--- config.mk ---
export PLATFORM = sky130hd
export DESIGN_NAME = note_scheduler
export DESIGN_NICKNAME = d
export VERILOG_FILES = /design/src/rtl/note_scheduler.sv
export SDC_FILE = /design/constraint.sdc
export NUM_CORES = 1
export LEC_CHECK = 0
export ABC_AREA = 1
export BUFFER_PORTS_ARGS = -buffer_cell sky130_fd_sc_hd__buf_4
export CAP_MARGIN = 20
export CORE_MARGIN = 1.5
export CORE_UTILIZATION = 63
export CTS_CLUSTER_DIAMETER = 200
export DETAILED_ROUTE_END_ITERATION = 10
export GPL_ROUTABILITY_DRIVEN = 0
export GPL_TIMING_DRIVEN = 0
export PLACE_DENSITY = 0.8
export SETUP_SLACK_MARGIN = 0.05
export SYNTH_ARGS = -nofsm -noshare
export SYNTH_HDL_FRONTEND = slang
export SYNTH_SLANG_ARGS = --single-unit
--- constraint.sdc ---
create_clock -name clk -period 3.2 [get_ports clk]
set_input_delay 0.48 -clock clk [delete_from_list [all_inputs] [get_ports clk]]
set_output_delay 0.48 -clock clk [all_outputs]
set_load 0.01 [all_outputs]
--- src/rtl/note_scheduler.sv ---
// Note sequencer: queues note bytes from the UART receiver and plays them on the buzzer.
// Define NOTE_SCHED_LOOP_EN to add queue replay (loop_mode toggled by byte 8'hFE).
module note_scheduler #(
    parameter logic [31:0] BEAT_CNT_MAX = 32'd31_249_999,
    parameter logic [23:0] GAP_CNT_MAX  = 24'd6_249_999,
    parameter int          FIFO_AW      = 3
) (
    input  logic       clk,
    input  logic       rst,
    input  logic       op_flag,
    input  logic [7:0] op_data,
    output logic [2:0] note_sel,
    output logic       tone_en,
    output logic       busy,
    output logic       fifo_full,
    output logic       overflow
);
    localparam int               DEPTH    = 2 ** FIFO_AW;
    localparam logic [FIFO_AW:0] FULL_CNT = {1'b1, {FIFO_AW{1'b0}}};

    typedef enum logic [1:0] {IDLE, LOAD, PLAY, GAP} state_t;

    state_t             state;
    logic [5:0]         mem [DEPTH];
    logic [FIFO_AW-1:0] wr_ptr;
    logic [FIFO_AW-1:0] rd_ptr;
    logic [FIFO_AW:0]   count;
    logic [31:0]        beat_cnt;
    logic [23:0]        gap_cnt;
    logic [2:0]         dur_cnt;
    logic [2:0]         cur_dur;

    logic       is_note;
    logic       is_stop;
    logic       loop_on;
    logic       pop;
    logic       recycle;
    logic       push_note;
    logic       wr_en;
    logic [5:0] head;
    logic [5:0] wr_data;

    assign is_note = op_flag && !op_data[7];
    assign is_stop = op_flag && (op_data == 8'hFF);
    assign head    = mem[rd_ptr];

`ifdef NOTE_SCHED_LOOP_EN
    logic loop_mode;

    always_ff @(posedge clk or posedge rst) begin
        if (rst)
            loop_mode <= 1'b0;
        else if (is_stop)
            loop_mode <= 1'b0;
        else if (op_flag && (op_data == 8'hFE))
            loop_mode <= !loop_mode;
    end

    assign loop_on = loop_mode;
`else
    assign loop_on = 1'b0;
`endif

    // STOP suppresses the pop so a flush can never race a LOAD.
    assign pop       = (state == LOAD) && !is_stop;
    assign recycle   = pop && loop_on;
    assign push_note = is_note && !loop_on && ((count != FULL_CNT) || pop);
    assign wr_en     = push_note || recycle;
    assign wr_data   = recycle ? head : op_data[5:0];

    assign busy      = (state != IDLE) || (count != '0);
    assign fifo_full = (count == FULL_CNT);

    // NOTE: the storage array has no reset; count and pointers alone define valid entries.
    always_ff @(posedge clk) begin
        if (wr_en)
            mem[wr_ptr] <= wr_data;
    end

    always_ff @(posedge clk or posedge rst) begin
        if (rst) begin
            wr_ptr   <= '0;
            rd_ptr   <= '0;
            count    <= '0;
            overflow <= 1'b0;
        end else if (is_stop) begin
            wr_ptr   <= '0;
            rd_ptr   <= '0;
            count    <= '0;
            overflow <= 1'b0;
        end else begin
            if (wr_en)
                wr_ptr <= wr_ptr + FIFO_AW'(1);
            if (pop)
                rd_ptr <= rd_ptr + FIFO_AW'(1);
            count    <= count + {{FIFO_AW{1'b0}}, wr_en} - {{FIFO_AW{1'b0}}, pop};
            overflow <= is_note && !push_note;
        end
    end

    // NOTE: non-blocking assignments throughout, so every branch sees pre-edge values.
    always_ff @(posedge clk or posedge rst) begin
        if (rst) begin
            state    <= IDLE;
            note_sel <= 3'd0;
            tone_en  <= 1'b0;
            beat_cnt <= '0;
            gap_cnt  <= '0;
            dur_cnt  <= '0;
            cur_dur  <= '0;
        end else if (is_stop) begin
            state    <= IDLE;
            note_sel <= 3'd0;
            tone_en  <= 1'b0;
            beat_cnt <= '0;
            gap_cnt  <= '0;
            dur_cnt  <= '0;
            cur_dur  <= '0;
        end else begin
            case (state)
                IDLE: begin
                    if (count != '0)
                        state <= LOAD;
                end
                LOAD: begin
                    note_sel <= head[2:0];
                    tone_en  <= (head[2:0] != 3'd0);
                    cur_dur  <= head[5:3];
                    beat_cnt <= '0;
                    dur_cnt  <= '0;
                    state    <= PLAY;
                end
                PLAY: begin
                    if (beat_cnt == BEAT_CNT_MAX) begin
                        beat_cnt <= '0;
                        if (dur_cnt == cur_dur) begin
                            tone_en <= 1'b0;
                            gap_cnt <= '0;
                            state   <= GAP;
                        end else begin
                            dur_cnt <= dur_cnt + 3'd1;
                        end
                    end else begin
                        beat_cnt <= beat_cnt + 32'd1;
                    end
                end
                GAP: begin
                    if (gap_cnt == GAP_CNT_MAX) begin
                        gap_cnt  <= '0;
                        note_sel <= 3'd0;
                        state    <= (count != '0) ? LOAD : IDLE;
                    end else begin
                        gap_cnt <= gap_cnt + 24'd1;
                    end
                end
                default: state <= IDLE;
            endcase
        end
    end
endmodule

After elaboration in Yosys (flattened, before gate mapping)
Memory sizes are Yosys's and may differ from the RTL's. Index checks and enable logic that the tools add are counted.

Add/subtract/negate cells: 7. Multipliers: 0. Div/mod/pow operators: 0. Order comparisons: 0. Eq/ne operators: 14. Shift-type cells: 0. Muxes and demuxes: 36. Bitwise logic cells: 0. Reductions and logical operators: 25.

Operator list (count): 24-bit two-way mux (4); 32-bit two-way mux (2); 32-bit case mux with 2 select lines (1); 24-bit case mux with 2 select lines (1); 3-bit two-way mux (11); 32-bit by 1-bit adder with 32-bit output (second input constant) (1); 32-bit by 25-bit equality test with 1-bit output (second input constant) (1); 24-bit by 1-bit adder with 24-bit output (second input constant) (1); 24-bit by 23-bit equality test with 1-bit output (second input constant) (1); 3-bit inequality test (second input constant) (5); 3-bit case mux with 2 select lines (2); 3-bit nonzero test (4); 2-bit two-way mux (5); 3-bit by 1-bit adder with 3-bit output (second input constant) (3); 3-bit AND reduction (3); 8-bit equality test (second input constant) (1); 2-bit case mux with 4 select lines (1); 2-bit nonzero test (4); 1-bit two-way mux (7); 1-bit logical AND (5); 4-bit by 1-bit adder with 4-bit output (1); 2-bit equality test (second input constant) (2); 4-bit equality test (second input constant) (1); 4-bit two-way mux (1); 11 further kinds (14).

Flip-flop bits (word level): 79. Latch bits: 0. RAM bits: 48. ROM bits: 0. Word-level logic and storage cells: 94. Memories kept: 1.

Memories: mem (depth 8, width 6, rd ports 1, clocked after Yosys merged registers in 0, write ports 1, line 24) `logic [5:0] mem [DEPTH];`.

Logic depth before layout (Yosys ltp)
Word-level depth: 9. Depth in mapped cells: 12. Depth with buffers taken out: 12.

Least setup slack after synthesis
No wires, ideal clock.

Kind: input -> register. Start: input port op_flag. End: register count[2]. Setup time: 0.113 ns. Data arrival time: 2.099 ns. Path slack: 0.988 ns. Stages: 12. Buffers on the path: 0. Cell sequence: inv_1 nor2_2 nand3_2 nand2_1 inv_1 o21ai_0 nand2_1 ha_1 fa_1 xor2_1 nand2_1 inv_1.

Cells in the longest elaborated chain, start to end: 8.

RTL lines: start, declared (line 10) `input logic op_flag,`; 1-bit logical AND (line 44) `assign is_stop = op_flag && (op_data == 8'hFF);`; 1-bit logical NOT (line 65) `assign pop = (state == LOAD) && !is_stop;`; 1-bit logical AND (line 65); 1-bit logical OR (line 67) `assign push_note = is_note && !loop_on && ((count != FULL_CNT) || pop);`; 1-bit logical AND (line 67); 4-bit by 1-bit adder with 4-bit output (line 96) `count <= count + {{FIFO_AW{1'b0}}, wr_en} - {{FIFO_AW{1'b0}}, pop};`; 4-bit by 1-bit subtractor with 4-bit output (line 96); 4-bit two-way mux * (line 86) `end else if (is_stop) begin`; end signal, assigned (line 96); end, declared (line 27) `logic [FIFO_AW:0] count;`.

Mark *: on every way between the ends. The rest lies on a longest branch, timed or not. A chain may end at the register's enable or synchronous reset.

Worst setup path after layout
Start: register state[1]. End: memory mem[3][2] (enable).

Cells in the longest elaborated chain, start to end: 6.

RTL lines: start, declared (line 23) `state_t state;`; start signal, assigned (line 151) `state <= (count != '0) ? LOAD : IDLE;`; 2-bit by 1-bit equality test with 1-bit output (line 65); 1-bit logical AND (line 65); 1-bit logical OR (line 67); 1-bit logical AND (line 67); 1-bit two-way mux (line 76) `if (wr_en)`; 1-bit two-way mux (implied by the code) (line 77) `mem[wr_ptr] <= wr_data;`; end, declared (line 24).

No other way between the ends.

==> impl_metrics.tcl <==
set metrics [dict create \
    synth_top_family_by_area "simple AND/OR/NAND/NOR gates" \
    clk_pin_slew_ns 0.06 \
    cp_max_fo 10 \
    dieArea_mm2 0.0119 \
    critPathKind "reg2reg" \
    mostFrequentLayoutCells "nand2_1, nor2_1, inv_1" \
    end_kind "flop" \
    syn2layout_area_growth_pct 12.7 \
    critPathLaunchType "flop" \
    cts.sink_count 127 \
    hold_violations 0 \
    layout.nets 969 \
    maxCapViolCount 0 \
    vias 6140 \
    finalInstanceArea_mm2 0.00798 \
    clock_path_buffers 2 \
    post-route-period-util_pct 79.9 \
    hold_path.class "in2reg" \
    final_layout_size_suffix_gt1_share_pct 9.73 \
    gr-total-overflow 0 \
    cts_buffers 17 \
    worstPathRequired_ns 3.37 \
    finalPower_mw 5.74 \
    final.setup_skew_ns 0.00688 \
    port_buffers 17 \
    powerDensity_mw_per_mm2 720 \
    muxShareOfSynthArea_pct 0 \
    first_pass_iters 5 \
    p_leak_nw 3.43 \
    async_flop_share_pct 62.2 \
    synth_fa_ha_area_share_pct 2.76 \
    grt_pass1_vias 5999 \
    wl_per_cell_um 15.3 \
    r2r_slack_ns 0.64 \
    maxSlewViolCount 0 \
    wl_um 16800 \
    slew_headroom_pct 28.6 \
    grt_first_pass_wirelength_um 28100 \
    cp.arrival_ns 2.72 \
    fin_cells 1096 \
    grt_max_degree 55 \
    synth.yosys.warnings 0 \
    place_area_mm2 0.00741 \
    cpMostUsedCell "nand2_1" \
    ant_nets 0 \
    core.rowCount 38 \
    diodes 0 \
    start_util_pct 65.0 \
    ys_ff_latch 127 \
    clock.fmax_ghz 0.391 \
    period_needed_ns 2.56 \
    die_h_um 109 \
    synth_edf_count 48 \
    ios 18 \
    status "finished, final reports clean" \
    ys_seq_area_share_pct 48.3 \
    netlist_area_mm2 0.00708 \
    finalSetupViolations 0 \
    dp.final_hpwl_um 12200 \
    cts-htree-levels 4 \
    ys.flop_type "dfrtp_1" \
    clk_latency_ns 0.55 \
    final_common_cell "nand2_1" \
    crit_chain "inv_1 > ha_1 > nand2_1 > nand2_1 > nand2_1 > buf_2 > nor3_1" \
    yosys.area_share.simple_pct 31.7 \
    holdWs_ns 0.110 \
    placed_cells 1062 \
    post_cts_buffers 0 \
    die_w_um 109 \
    core-area_mm2 0.0109 \
    max_slew.worst_pin.slew_ns 1.06 \
    cts_root_buffer "clkbuf_8" \
    synth_nets 930 \
    syn_inst 904 \
    cpPeakStageDelay_ns 0.82 \
    antenna_found_initial 0 \
    cp_slowest_cell "nor3_1" \
    drt_iter0_drc 546 \
    yosysUniqueCellTypes 38 \
    peakVddDrop_mv 0.631 \
    via_per_inst 5.60 \
    final_util_pct 73.3 \
    track_usage_pct 31.4 \
    cts_tree "done" \
    drc 0 \
    grt_setup_unrepaired "false" \
    synthXorXnorAreaFrac_pct 2.97 \
    avgSynthCellArea_um2 7.83 \
    synth_compound_area_share_pct 7.79 \
]
## registers in the layout, indices dropped and copies added (netlist names)
register  cells
count         4
wr_ptr        3
note_sel      3
tone_en       1
rd_ptr        3
state         2
overflow      1
gap_cnt      24
cur_dur       3
beat_cnt     32
mem          48
dur_cnt       3
## cells in the mapped netlist, types with 3 or more instances
| master | instances | area, um^2 |
|---|---|---|
| inv_2 | 3 | 11.3 |
| dfrtp_1 | 79 | 1980 |
| buf_2 | 6 | 30.0 |
| nand3_1 | 67 | 335 |
| xnor2_1 | 8 | 70.1 |
| nor2_2 | 5 | 31.3 |
| o21ai_0 | 55 | 275 |
| nor2_1 | 130 | 488 |
| o21ai_2 | 10 | 87.6 |
| nand2_1 | 257 | 965 |
| edfxtp_1 | 48 | 1440 |
| o22ai_1 | 3 | 18.8 |
| xor2_1 | 16 | 140 |
| clkbuf_1 | 7 | 26.3 |
| nand4_1 | 19 | 119 |
| inv_1 | 94 | 353 |
| ha_1 | 14 | 175 |
| a21oi_1 | 11 | 55.1 |
| nor3_1 | 30 | 150 |
| nand2_2 | 8 | 50.1 |
| o21ai_1 | 5 | 25.0 |
| o221ai_1 | 6 | 52.6 |
## metrics by stage
step / setup WS, ns / setup TNS [ns]
CTS: 0.611 / 0
detailed placement: 0.356 / 0
floorplan: 0.697 / 0
finish: 0.645 / 0
global placement: -0.275 / -21.52
global route: 0.457 / 0
## final cells by class
class                           instances  area [um^2]
Inverter                               98          370
Clock buffer                           17          414
Timing Repair Buffer                   20          170
Sequential cell                       127         3420
Tap cell                              140          175
Multi-Input combinational cell        661         3210
Buffer                                 18         90.1
Clock inverter                         15          136
Fill cell                             843         2910
## cells by family (layout without fill, tap and decap cells)
group                      after synthesis  in the layout
adders and majority gates               15             15
AOI/OAI and AO/OA                       95             95
buffers and inverters                  116            168
xor gates and xnor gates                24             24
DFF                                    127            127
and+or+nand+nor                        527            527
## critical path: cells and delay by family (launching register included)
kind	cells	cell delay, ns
buffers and inverters	2	0.30
flip-flops	1	0.41
AND/OR/NAND/NOR	4	1.26
adder cells (fa/ha/maj)	1	0.20
## worst paths after layout
check                      depth (start not counted)           end  startpoint
setup / recovery                                   7     mem[3][2]    state[1]
hold / removal                                     2      overflow  op_data[7]
setup reg to reg                                   7     mem[3][2]    state[1]
hold reg to reg                                    2    cur_dur[1]  cur_dur[1]
max in group asynchronous                          4       tone_en         rst
min in group asynchronous                          3  beat_cnt[13]         rst
## where the power goes
part | internal (mW) | leakage [nW] | switching (mW)
Sequential | 1.90 | 1.50 | 0.180
Clock | 1.04 | 0.259 | 0.775
Combinational | 0.592 | 1.68 | 1.26
Total | 3.53 | 3.43 | 2.21
## metal layers
metal  vias to the layer above  share of wire, %  track usage (%)
met5                         -                 0                0
met4                         0               3.0             17.5
met3                        49               5.5             8.01
met2                       184                49             49.8
met1                      2882                43             39.3
li1                       3025                 -                -
## what timing repair did
action | CTS | global route
gates resized for setup | 0 | 0
hold buffers | 1 | 0
endpoints found under the hold margin | 25 | 0
No activity file was read; power rests on OpenSTA's default activity.
